===== src/rtl/alu_wb_collector_if.sv =====
`default_nettype none
// ============================================================================
// Module      : alu_wb_collector_if
// Description : ALU-result / register-file write-back bus seen by the collector.
// Revision    : 1.0  initial release
// ============================================================================
interface alu_wb_collector_if #(
    parameter int CNT_W = 16
);
    // ALU side
    logic             done;
    logic [31:0]      alu_out;
    logic [3:0]       write_en;
    logic [3:0]       Z;
    logic [3:0]       N;
    logic [3:0]       C;
    logic [3:0]       V;
    logic             illegal_opcode;
    logic [4:0]       warp_id;
    logic             flush;
    logic             wb_ready;
    // register-file side
    logic             rf_valid;
    logic             rf_ready;
    logic [4:0]       rf_warp;
    logic [31:0]      rf_data;
    logic [3:0]       rf_byte_en;
    logic [15:0]      rf_flags;
    // status
    logic             exc_valid;
    logic [4:0]       exc_warp;
    logic [CNT_W-1:0] retire_cnt;
    logic             overflow_err;

    modport slave (
        input  done, alu_out, write_en, Z, N, C, V, illegal_opcode, warp_id, flush, rf_ready,
        output wb_ready, rf_valid, rf_warp, rf_data, rf_byte_en, rf_flags,
               exc_valid, exc_warp, retire_cnt, overflow_err
    );

    modport master (
        output done, alu_out, write_en, Z, N, C, V, illegal_opcode, warp_id, flush, rf_ready,
        input  wb_ready, rf_valid, rf_warp, rf_data, rf_byte_en, rf_flags,
               exc_valid, exc_warp, retire_cnt, overflow_err
    );
endinterface
`default_nettype wire


===== src/rtl/alu_wb_collector.sv =====
`default_nettype none
// ============================================================================
// Module      : alu_wb_collector
// Description : Captures ALU results, filters illegal/empty ones and drains the
//               rest to the register file through a first-word-fall-through FIFO.
// Revision    : 1.0  initial release
// ============================================================================
module alu_wb_collector #(
    parameter int DEPTH = 4,
    parameter int CNT_W = 16
) (
    input  logic              clk,
    input  logic              rst_n,
    alu_wb_collector_if.slave bus
);

    localparam int                 c_PTR_W   = $clog2(DEPTH);
    localparam int                 c_CNT_W   = $clog2(DEPTH + 1);
    localparam logic [c_CNT_W-1:0] c_FULL    = c_CNT_W'(DEPTH);
    localparam logic [c_CNT_W-1:0] c_CNT_ONE = 1;
    localparam logic [c_PTR_W-1:0] c_PTR_ONE = 1;
    localparam logic [CNT_W-1:0]   c_RET_ONE = 1;

    typedef struct packed {
        logic [4:0]  warp;
        logic [31:0] data;
        logic [3:0]  byte_en;
        logic [15:0] flags;
    } entry_t;

    entry_t             r_mem [DEPTH];
    logic [c_CNT_W-1:0] r_count;
    logic [c_CNT_W-1:0] w_count_nxt;
    logic [c_PTR_W-1:0] r_wr_ptr;
    logic [c_PTR_W-1:0] r_rd_ptr;
    logic               r_exc_valid;
    logic [4:0]         r_exc_warp;
    logic [CNT_W-1:0]   r_retire_cnt;
    logic               r_overflow_err;

    logic               w_wb_ready;
    logic               w_rf_valid;
    logic               w_accept;
    logic               w_drop;
    logic               w_push;
    logic               w_pop;
    entry_t             w_new;
    entry_t             w_head;

    // Handshake readiness depends on registered occupancy only.
    assign w_wb_ready = (r_count != c_FULL);
    assign w_rf_valid = (r_count != '0);

    assign w_accept = bus.done & w_wb_ready;
    assign w_drop   = bus.done & ~w_wb_ready;
    assign w_push   = w_accept & ~bus.illegal_opcode & (bus.write_en != 4'b0000) & ~bus.flush;
    assign w_pop    = w_rf_valid & bus.rf_ready & ~bus.flush;

    always_comb begin
        w_new.warp    = bus.warp_id;
        w_new.data    = bus.alu_out;
        w_new.byte_en = bus.write_en;
        w_new.flags   = {bus.V, bus.C, bus.N, bus.Z};
    end

    always_comb begin
        w_count_nxt = r_count;
        if (bus.flush) begin
            w_count_nxt = '0;
        end else if (w_push && !w_pop) begin
            w_count_nxt = r_count + c_CNT_ONE;
        end else if (!w_push && w_pop) begin
            w_count_nxt = r_count - c_CNT_ONE;
        end
    end

    always_ff @(posedge clk or negedge rst_n) begin
        if (!rst_n) begin
            r_count  <= '0;
            r_wr_ptr <= '0;
            r_rd_ptr <= '0;
        end else begin
            r_count <= w_count_nxt;
            if (bus.flush) begin
                r_wr_ptr <= '0;
                r_rd_ptr <= '0;
            end else begin
                if (w_push) begin
                    r_wr_ptr <= r_wr_ptr + c_PTR_ONE;
                end
                if (w_pop) begin
                    r_rd_ptr <= r_rd_ptr + c_PTR_ONE;
                end
            end
        end
    end

    // Storage needs no reset: occupancy alone decides what is visible.
    always_ff @(posedge clk) begin
        if (w_push) begin
            r_mem[r_wr_ptr] <= w_new;
        end
    end

    always_ff @(posedge clk or negedge rst_n) begin
        if (!rst_n) begin
            r_exc_valid    <= 1'b0;
            r_exc_warp     <= '0;
            r_retire_cnt   <= '0;
            r_overflow_err <= 1'b0;
        end else begin
            r_exc_valid <= w_accept & bus.illegal_opcode;
            if (w_accept && bus.illegal_opcode) begin
                r_exc_warp <= bus.warp_id;
            end
            if (w_accept && (r_retire_cnt != '1)) begin
                r_retire_cnt <= r_retire_cnt + c_RET_ONE;
            end
            if (w_drop) begin
                r_overflow_err <= 1'b1;
            end
        end
    end

    // Head fields are forced to zero while empty so reset shows clean outputs.
    assign w_head = r_mem[r_rd_ptr];

    assign bus.wb_ready     = w_wb_ready;
    assign bus.rf_valid     = w_rf_valid;
    assign bus.rf_warp      = w_rf_valid ? w_head.warp    : '0;
    assign bus.rf_data      = w_rf_valid ? w_head.data    : '0;
    assign bus.rf_byte_en   = w_rf_valid ? w_head.byte_en : '0;
    assign bus.rf_flags     = w_rf_valid ? w_head.flags   : '0;
    assign bus.exc_valid    = r_exc_valid;
    assign bus.exc_warp     = r_exc_warp;
    assign bus.retire_cnt   = r_retire_cnt;
    assign bus.overflow_err = r_overflow_err;

endmodule
`default_nettype wire


===== src/flat_wrapper.sv =====
// flat-port wrapper written by rule: the top's interface ports become plain ports
module alu_wb_collector_flat 
#(
    parameter int DEPTH = 4,
    parameter int CNT_W = 16
)
  (clk, rst_n, bus_done, bus_alu_out, bus_write_en, bus_Z, bus_N, bus_C, bus_V, bus_illegal_opcode, bus_warp_id, bus_flush, bus_rf_ready, bus_wb_ready, bus_rf_valid, bus_rf_warp, bus_rf_data, bus_rf_byte_en, bus_rf_flags, bus_exc_valid, bus_exc_warp, bus_retire_cnt, bus_overflow_err);
  alu_wb_collector_if #(.CNT_W(CNT_W)) bus_i ();
  input  logic clk;
  input  logic rst_n;
  input wire logic [$bits(bus_i.done)-1:0] bus_done;
  input wire logic [$bits(bus_i.alu_out)-1:0] bus_alu_out;
  input wire logic [$bits(bus_i.write_en)-1:0] bus_write_en;
  input wire logic [$bits(bus_i.Z)-1:0] bus_Z;
  input wire logic [$bits(bus_i.N)-1:0] bus_N;
  input wire logic [$bits(bus_i.C)-1:0] bus_C;
  input wire logic [$bits(bus_i.V)-1:0] bus_V;
  input wire logic [$bits(bus_i.illegal_opcode)-1:0] bus_illegal_opcode;
  input wire logic [$bits(bus_i.warp_id)-1:0] bus_warp_id;
  input wire logic [$bits(bus_i.flush)-1:0] bus_flush;
  input wire logic [$bits(bus_i.rf_ready)-1:0] bus_rf_ready;
  output wire logic [$bits(bus_i.wb_ready)-1:0] bus_wb_ready;
  output wire logic [$bits(bus_i.rf_valid)-1:0] bus_rf_valid;
  output wire logic [$bits(bus_i.rf_warp)-1:0] bus_rf_warp;
  output wire logic [$bits(bus_i.rf_data)-1:0] bus_rf_data;
  output wire logic [$bits(bus_i.rf_byte_en)-1:0] bus_rf_byte_en;
  output wire logic [$bits(bus_i.rf_flags)-1:0] bus_rf_flags;
  output wire logic [$bits(bus_i.exc_valid)-1:0] bus_exc_valid;
  output wire logic [$bits(bus_i.exc_warp)-1:0] bus_exc_warp;
  output wire logic [$bits(bus_i.retire_cnt)-1:0] bus_retire_cnt;
  output wire logic [$bits(bus_i.overflow_err)-1:0] bus_overflow_err;
  assign bus_i.done = bus_done;
  assign bus_i.alu_out = bus_alu_out;
  assign bus_i.write_en = bus_write_en;
  assign bus_i.Z = bus_Z;
  assign bus_i.N = bus_N;
  assign bus_i.C = bus_C;
  assign bus_i.V = bus_V;
  assign bus_i.illegal_opcode = bus_illegal_opcode;
  assign bus_i.warp_id = bus_warp_id;
  assign bus_i.flush = bus_flush;
  assign bus_i.rf_ready = bus_rf_ready;
  assign bus_wb_ready = bus_i.wb_ready;
  assign bus_rf_valid = bus_i.rf_valid;
  assign bus_rf_warp = bus_i.rf_warp;
  assign bus_rf_data = bus_i.rf_data;
  assign bus_rf_byte_en = bus_i.rf_byte_en;
  assign bus_rf_flags = bus_i.rf_flags;
  assign bus_exc_valid = bus_i.exc_valid;
  assign bus_exc_warp = bus_i.exc_warp;
  assign bus_retire_cnt = bus_i.retire_cnt;
  assign bus_overflow_err = bus_i.overflow_err;
  alu_wb_collector #(.DEPTH(DEPTH), .CNT_W(CNT_W)) u_core (.clk(clk), .rst_n(rst_n), .bus(bus_i));
endmodule

===== config.mk =====
export PLATFORM = sky130hd
export DESIGN_NAME = alu_wb_collector_flat
export DESIGN_NICKNAME = d
export VERILOG_FILES = /design/src/rtl/alu_wb_collector_if.sv /design/src/rtl/alu_wb_collector.sv /design/src/flat_wrapper.sv
export SDC_FILE = /design/constraint.sdc
export NUM_CORES = 1
export LEC_CHECK = 0
export BUFFER_PORTS_ARGS = -buffer_cell sky130_fd_sc_hd__buf_2
export CORE_UTILIZATION = 35
export CTS_CLUSTER_SIZE = 14
export DETAILED_ROUTE_END_ITERATION = 8
export SETUP_SLACK_MARGIN = 0.2
export SYNTH_ARGS = -nofsm -noshare
export SYNTH_HDL_FRONTEND = slang
export SYNTH_SLANG_ARGS = --single-unit

===== constraint.sdc =====
create_clock -name clk -period 5.2 [get_ports clk]
set_clock_uncertainty 0.2 [all_clocks]
set_input_delay 0.26 -clock clk [delete_from_list [all_inputs] [get_ports clk]]
set_output_delay 0.26 -clock clk [all_outputs]
set_load 0.02 [all_outputs]

### After elaboration in Yosys (flattened, before gate mapping)

Memories as Yosys holds them, arrays and structs flattened.
Cells that the tools add are included.

* reductions and logical operators: 11
* multiplexer cells: 13
* add/subtract/negate cells: 5
* bitwise operators: 11
* equal/unequal tests: 2

Operator list (count)
* $mux W32: 1
* $add A16 B1 Y16 const B: 1
* $mux W16: 1
* $ne A16 B16 Y1 const B: 1
* $mux W3: 3
* $and A1 B1 Y1: 8
* $mux W2: 4
* $reduce_bool A3 Y1: 2
* $mux W5: 1
* $add A2 B1 Y2 const B: 2
* $logic_and A1 B1 Y1: 4
* $mux W4: 1
* $reduce_bool A2 Y1: 2
* $reduce_bool A4 Y1: 1
* $add A3 B1 Y3 const B: 1
* $ne A3 B3 Y1 const B: 1
* $not A1 Y1: 3
* $sub A3 B1 Y3 const B: 1
* $logic_not A1 Y1: 2
* $mux W1: 2

* bits in registers: 30
* RAM bits: 228
* memories: 1

Memory list
* u_core.r_mem: depth 4, width 57, read ports 1, clocked after Yosys merged registers in 0, write ports 1, RTL line alu_wb_collector.sv:31 `entry_t r_mem [DEPTH];`

### Logic depth before layout (Yosys ltp)

Gate-level depths: netlist of the first run.

* depth after elaboration: 10
* depth in mapped cells: 8

### Worst setup path after synthesis of the first run

OpenSTA, ideal clock, no wires.

* path kind: register to register
* start point: register u_core.r_count[2]
* end point: memory u_core.r_mem[0][0] in the netlist's numbering, enable pin
* clock period less this slack: 3.214 ns
* library setup time: 0.421 ns
* stages on the path, launching flop included: 5
* arrival time: 2.593 ns
* buffers on the path: 0
* slack: 1.986 ns
* data required time: 4.579 ns
* cell sequence: dfrtp_1 -> nor3b_2 -> nor4b_4 -> nor2b_1 -> and2_1

* cells in the longest elaborated chain, start to end: 7

RTL lines
* start, declared: RTL line alu_wb_collector.sv:32 `logic [c_CNT_W-1:0] r_count;`
* start signal, assigned: RTL line alu_wb_collector.sv:83 `r_count <= w_count_nxt;`
* $ne A3 B3 Y1: RTL line alu_wb_collector.sv:51 `assign w_wb_ready = (r_count != c_FULL);`
* $and A1 B1 Y1: RTL line alu_wb_collector.sv:54 `assign w_accept = bus.done & w_wb_ready;`
* $and A1 B1 Y1 (3 in a row): RTL line alu_wb_collector.sv:56 `assign w_push = w_accept & ~bus.illegal_opcode & (bus.write_en != 4'b0000) & ~bus.flush;`
* $mux W1: RTL line alu_wb_collector.sv:100 `if (w_push) begin`
* $mux W1 (not written as such): RTL line alu_wb_collector.sv:101 `r_mem[r_wr_ptr] <= w_new;`
* end, declared: RTL line alu_wb_collector.sv:31

Every way passes these cells.

### Final worst setup path of the first run

* start point: register u_core.r_rd_ptr[0]
* end point: output bus_rf_data[29]

* cells in the longest elaborated chain, start to end: 2

RTL lines
* start, declared: RTL line alu_wb_collector.sv:35 `logic [c_PTR_W-1:0] r_rd_ptr;`
* start signal, assigned: RTL line alu_wb_collector.sv:92 `r_rd_ptr <= r_rd_ptr + c_PTR_ONE;`
* $mem_v2 Z4 W57
* $mux W32: RTL line alu_wb_collector.sv:131 `assign bus.rf_data = w_rf_valid ? w_head.data : '0;`
* end, declared: RTL line flat_wrapper.sv:25 `output wire logic [$bits(bus_i.rf_data)-1:0] bus_rf_data;`

Every way passes these cells.

==> reports/metrics.yaml, run 1 <==
timing:
  tightest_slew_ns: 1.04
  fin_crit_ns: 3.38
  slew-limit-headroom_pct: 30.4
  hold_viol: 0
  finalSetupViolations: 0
  rsz0062_at_grt: "no"
  max_freq_ghz: 0.296
  fin_tns_setup_ns: 0
  fin_crit_sh_pct: 65.0
  fin_hold_ws_ns: 0.154
  drv_slew: 0
min_path:
  hp-class: "primary input to asynchronous set/reset pin"
global_routing:
  grt_pass1_vias: 5760
  grt_pass1_wl_um: 31300
  antenna_found_initial: 0
  grtUsageTotal_pct: 13.8
  grt-ovfl-total: 0
  grt_max_degree: 63
worst_setup_path:
  crit_type: "flip-flop to primary output"
  endpoint_kind: "primary output"
  arrival_ns: 2.92
  crit_chain: "buf_4, mux4_2, and2_1, buf_2"
  slowest_stage: "dfrtp_4"
  slowest_delay_ns: 1.12
  cp_max_fo: 49
  worstPathBufferInverterCount: 2
  required_ns: 4.74
  startpoint_type: "flip-flop"
  critPathTopFamily: "flip-flops"
placement:
  io_buffers: 144
  dp_hpwl_um: 11300
  placedInstanceArea_um2: 11300
  routabilityCongestion: 0.875
  dp_cells: 1010
clock_network:
  cts_root_buffer: "clkbuf_16"
  cts_num_sinks: 258
  path_clk_slew_ns: 0.06
  clockBufferDepth: 3
  cts_buffers: 27
  cts_tree: "yes"
  post_cts_resized: 0
  htree_levels: 1
  clk_latency_ns: 0.52
synthesis:
  synth_edf_count: 228
  syn-num-nets: 572
  ys_ff_latch: 258
  synth_cells: 503
  ys_top_cells_by_count: "edfxtp_1 (228), and2_1 (63), mux4_2 (57)"
  yosys.area.top_type: "edfxtp_1"
  synth.most_common_cell: "edfxtp_1"
  yosys-top-cells-area: "edfxtp_1 (67%), mux4_2 (13%), dfrtp_1 (7.4%)"
  yosysTopAreaCellShare_pct: 67.3
  synth_cell_type_count: 38
  synth.avg_cell_area_um2: 20.2
  async_reset_ff_share_pct: 11.6
  yosysSeqAreaShare_pct: 74.7
  syn_area_um2: 10200
  synth-main-ff-cell: "edfxtp_1"
  ys_warn_count: 0
floorplanning:
  coreArea_um2: 28600
  num_io_pins: 145
  start_util_pct: 35.5
  die_x_um: 172
  rows: 62
  dieArea_um2: 29700
  die_y_um: 172
detailed_routing:
  wirelength_um: 20000
  wire_per_inst_um: 17.8
  drc: 0
  postRouteAntennaNets: 0
  drt_pass1_iterations: 4
  viasPerCell: 4.74
  via_count: 5312
  first_iter_violations: 367
power_and_ir_drop:
  seqPwrFrac_pct: 40.1
  power.leakage_uw: 0.00461
  switching_share_pct: 30.6
  power_frac_clock_pct: 31.7
  p_int_uw: 4450
  switching_power_uw: 1960
  p_comb_share_pct: 28.2
  power.density_nw_per_um2: 498
  ir_drop_v: 0.000233
finish:
  final_cells: 1120
  areaGrowthSynthToFinish_pct: 26.6
  layout-drive-gt1-share_pct: 36.1
  antenna_cells: 0
  fillers: 2508
  stdcell_area_um2: 12900
  nNetsFinal: 787
status:
  status: "finished clean"
flow_run:
  drv_cap: 0
[area by class of cell]
type / count / area [um^2] / share of cell area, %
clock inverters: 12 / 210 / 1.63
flip-flops and latches: 258 / 7600 / 59.1
repair buffers: 208 / 1360 / 10.6
inverters: 7 / 26.3 / 0.204
clock buffers: 35 / 736 / 5.72
well taps: 384 / 480 / 3.73
multi-input cells: 216 / 2450 / 19.1
[timing repair]
item,4_1_cts,5_1_grt
hold endpoints to repair,274,0
buffers inserted,0,0
hold buffers,63,0
[sequential cells by signal, indices dropped and copies added, names as in the netlist]
name and flops:
u_core.r_rd_ptr 2, u_core.bus.exc_valid 1, u_core.bus.overflow_err 1, u_core.bus.exc_warp 5
u_core.r_mem 228, u_core.r_wr_ptr 2, u_core.bus.retire_cnt 16, u_core.r_count 3
[placed cells by master (no fill, tap or decap), types with 6 or more instances in the layout]
master / count
edfxtp_1: 228
buf_2: 144
dlygate4sd3_1: 63
and2_1: 59
mux4_2: 57
dfrtp_1: 28
clkbuf_16: 27
xor2_1: 14
nand3_1: 11
mux2_2: 11
nor2_1: 11
nand2_1: 7
inv_1: 6
bufinv_16: 6
[worst register-to-register path, cell delays in order (launching register included)]
cell and delay (ns):
dfrtp_1 0.40, or3_2 0.84, nand2_1 0.25, and2_1 0.22, fa_1 0.38, and3_1 0.18, mux2i_1 0.14, mux2_2 0.34
[power groups by stage]
stage	clock network, uW	registers, uW	logic, uW
floorplan	0	2520	1310
global placement	0	2620	1790
detailed placement	0	2620	1820
CTS	2080	2580	1860
global route	2170	2610	1970
finish	2030	2570	1810
[logic make-up (layout without fill, tap and decap cells)]
family | count (synthesis) | in the layout | share of synthesized area (%)
adders and majority gates | 6 | 6 | 0.812
AOI/OAI and AO/OA | 14 | 14 | 1.07
DFF | 258 | 258 | 74.7
xor gates and xnor gates | 17 | 17 | 1.46
and+or+nand+nor | 109 | 109 | 6.65
muxes | 70 | 70 | 14.0
buffers and inverters | 29 | 262 | 1.23
[per-stage QoR]
step	power (uW)	setup slack [ns]	util, %
4_1_cts	6520	1.71	45.0
3_3_place_gp	4410	2.11	39.5
2_1_floorplan	3820	1.99	-
6_report	6410	1.82	45.0
3_5_place_dp	4440	2.01	39.5
5_1_grt	6750	1.55	45.0
[routing by layer]
layer	vias to the layer above	wire length (um)	GRT usage (%)
met5	-	0	0
met4	0	354	3.66
met3	30	988	2.61
met2	145	10100	24.1
met1	2719	8530	17.7
li1	2418	-	-
[final timing paths]
| path | depth (start not counted) | slack, ns | to | startpoint |
|---|---|---|---|---|
| setup / recovery | 4 | 1.82 | bus_rf_data[29] | u_core.r_rd_ptr[0] |
| hold / removal | 2 | 0.15 | u_core.bus.exc_valid | rst_n |
| setup reg to reg | 7 | 2.14 | u_core.r_count[2] | u_core.r_count[0] |
| hold reg to reg | 1 | 0.26 | u_core.bus.overflow_err | u_core.bus.overflow_err |
| max in group asynchronous | 2 | 4.14 | u_core.r_rd_ptr[0] | rst_n |
| min in group clk | 1 | 0.26 | u_core.bus.overflow_err | u_core.bus.overflow_err |
Note: power is estimated with default switching activity, not from simulation.
==> run 2: changes to the inputs <==
==> constraint.sdc (replaced) <==
create_clock -name clk -period 3.3 [get_ports clk]
set_clock_uncertainty 0.2 [all_clocks]
set_input_delay 0.165 -clock clk [delete_from_list [all_inputs] [get_ports clk]]
set_output_delay 0.165 -clock clk [all_outputs]
set_load 0.02 [all_outputs]
==> run 2 against run 1 <==
Compared with the run above: non-clock buffer count up 14; sequential power up 53%; register-to-register slack worse by 1.5 ns; worst hold slack got worse by 0.13 ns; critical path depth stayed put; die area unchanged; final area grew 0.85%; sequential share of layout area is 0.51 points lower; utilization grew 0.38 points; sequential cell count unchanged; combinational power is 71% higher.
==> reports/metrics.yaml, run 2 (synthesis results as in run 1) <==
finish:
  regMostFlops: "u_core.r_mem"  # unchanged
  fillers: 2466  # was 2,508
  final_cells: 1138  # was 1,120
  utilization_pct: 45.3  # was 45.0%
  areaGrowthSynthToFinish_pct: 27.7  # was 26.6%
  final_common_cell: "edfxtp_1"  # unchanged
  largest_reg_flops: 228  # unchanged
  nNetsFinal: 802  # was 787
  layout-drive-gt1-share_pct: 37.1  # was 36.1%
  final_cell_mix: "edfxtp_1 (228), buf_2 (144), dlygate4sd3_1 (63)"  # unchanged
placement:
  routabilityCongestion: 0.794  # was 0.875
  dp_hpwl_um: 13100  # was 11,300 um
  io_buffers: 144  # unchanged
  dp_cells: 1024  # was 1,010
power_and_ir_drop:
  seqPwrFrac_pct: 39.5  # was 40.1%
  p_int_uw: 6790  # was 4450 uW
  switching_share_pct: 31.7  # was 30.6%
  power.density_nw_per_um2: 766  # was 498 nW/um^2
  p_comb_share_pct: 31.2  # was 28.2%
  ir_drop_v: 0.000400  # was 0.000233 V
  power_frac_clock_pct: 29.4  # was 31.7%
  power.leakage_uw: 0.00467  # was 0.00461 uW
  total_power_uw: 9950  # was 6410 uW
  switching_power_uw: 3160  # was 1960 uW
worst_setup_path:
  slowest_delay_ns: 0.71  # was 1.12 ns
  crit_type: "flip-flop to primary output"  # unchanged
  worstPathBufferInverterCount: 2  # unchanged
  startpoint_type: "flip-flop"  # unchanged
  crit_start: "u_core.r_rd_ptr[0]"  # unchanged
  critPathTopFamily: "flip-flops"  # unchanged
  endpoint_kind: "primary output"  # unchanged
  cp_max_fo: 21  # was 49
  timing.rr.start: "u_core.r_count[2]"  # was u_core.r_count[0]
  required_ns: 2.93  # was 4.74 ns
  rrSetupSlack_ns: 0.61  # was 2.14 ns
  slowest_stage: "dfrtp_4"  # unchanged
  crit_chain: "buf_4, mux4_2, and2_1, buf_2"  # unchanged
  arrival_ns: 2.54  # was 2.92 ns
timing:
  hold_viol: 0  # unchanged
  tightest_slew_ns: 0.844  # was 1.04 ns
  drv_slew: 0  # unchanged
  slew-limit-headroom_pct: 43.5  # was 30.4%
  fin_crit_sh_pct: 88.0
  finalSetupViolations: 0  # unchanged
  max_freq_ghz: 0.344
  fin_crit_ns: 2.90
  rsz0062_at_grt: "no"  # unchanged
  fin_tns_setup_ns: 0  # unchanged
clock_network:
  cts_buffers: 28  # was 27
  htree_levels: 1  # unchanged
  cts_num_sinks: 258  # unchanged
  clk_latency_ns: 0.53  # was 0.52 ns
  post_cts_buffers: 0  # unchanged
  post_cts_resized: 0  # unchanged
  ctsHoldBuffers: 63  # unchanged
  cts_tree: "yes"  # unchanged
  clockBufferDepth: 3  # unchanged
  cts_root_buffer: "clkbuf_16"  # unchanged
  path_clk_slew_ns: 0.06  # about the same
global_routing:
  grt_pass1_wl_um: 31700  # was 31,300 um
  grt-ovfl-total: 0  # unchanged
  grtUsageTotal_pct: 14.2  # was 13.8%
  grt_max_degree: 46  # was 63
  grt_pass1_vias: 5790  # was 5,760
  antenna_found_initial: 1  # was 0
flow_run:
  drv_cap: 0  # unchanged
min_path:
  hp-class: "primary input to asynchronous set/reset pin"  # unchanged
detailed_routing:
  drt_pass1_iterations: 4  # unchanged
  viasPerCell: 4.76  # was 4.74
  wire_per_inst_um: 18.3  # was 17.8 um
  wirelength_um: 20800  # was 20,000 um
  postRouteAntennaNets: 0  # unchanged
  first_iter_violations: 302  # was 367
  via_count: 5418  # was 5,312
  drc: 0  # unchanged
floorplanning:
  rows: 62  # unchanged
  die_x_um: 172  # unchanged
  die_y_um: 172  # unchanged
  coreArea_um2: 28600  # unchanged
  dieArea_um2: 29700  # unchanged
  start_util_pct: 35.5  # unchanged
  num_io_pins: 145  # unchanged
status:
  status: "finished clean"  # unchanged
==> run 2: metrics by stage <==
step	hold WS [ns]	cell area, um^2	setup slack [ns]
finish	0.0196	13000	0.395
global route	0.0520	13000	0.234
CTS	0.0245	13000	0.302
detailed placement	0.0490	11500	0.600
global placement	0.0335	11500	0.688
floorplan	-0.331	10200	0.703
==> run 2: metal layers <==
layer  GRT usage (%)  vias up  part of all wire, %
li1                -     2456                    -
met1            18.1     2798                   44
met2            24.6      138                   49
met3            2.86       26                  5.5
met4            3.66        0                  1.4
met5               0        -                    0
==> run 2: final cells by class <==
type,instances,area [um^2],share of cell area [%]
repair buffers,222,1540,11.9
inverters,7,26.3,0.202
well taps,384,480,3.70
clock buffers,35,748,5.76
flip-flops and latches,258,7600,58.6
diodes,1,2.50,0.0193
clock inverters,15,126,0.974
multi-input cells,216,2450,18.9
==> run 2: worst paths after layout <==
| kind | to | depth (start not counted) |
|---|---|---|
| worst max register to register | u_core.r_count[2] | 8 |
| max in group asynchronous | u_core.r_rd_ptr[0] | 2 |
| min in group clk | u_core.r_mem[3][46] | 2 |
| worst min-delay path | u_core.bus.retire_cnt[10] | 2 |
| worst max-delay path | bus_rf_flags[14] | 4 |
| worst min register to register | u_core.bus.overflow_err | 1 |
==> run 2: power by group through the flow <==
| stage | logic (uW) | registers, uW | clock network, uW |
|---|---|---|---|
| after floorplan | 2060 | 3960 | 0 |
| after global placement | 3080 | 3980 | 0 |
| after detailed placement | 3090 | 3990 | 0 |
| after CTS | 3170 | 3930 | 3000 |
| after global routing | 3370 | 3960 | 3130 |
| final | 3100 | 3920 | 2920 |
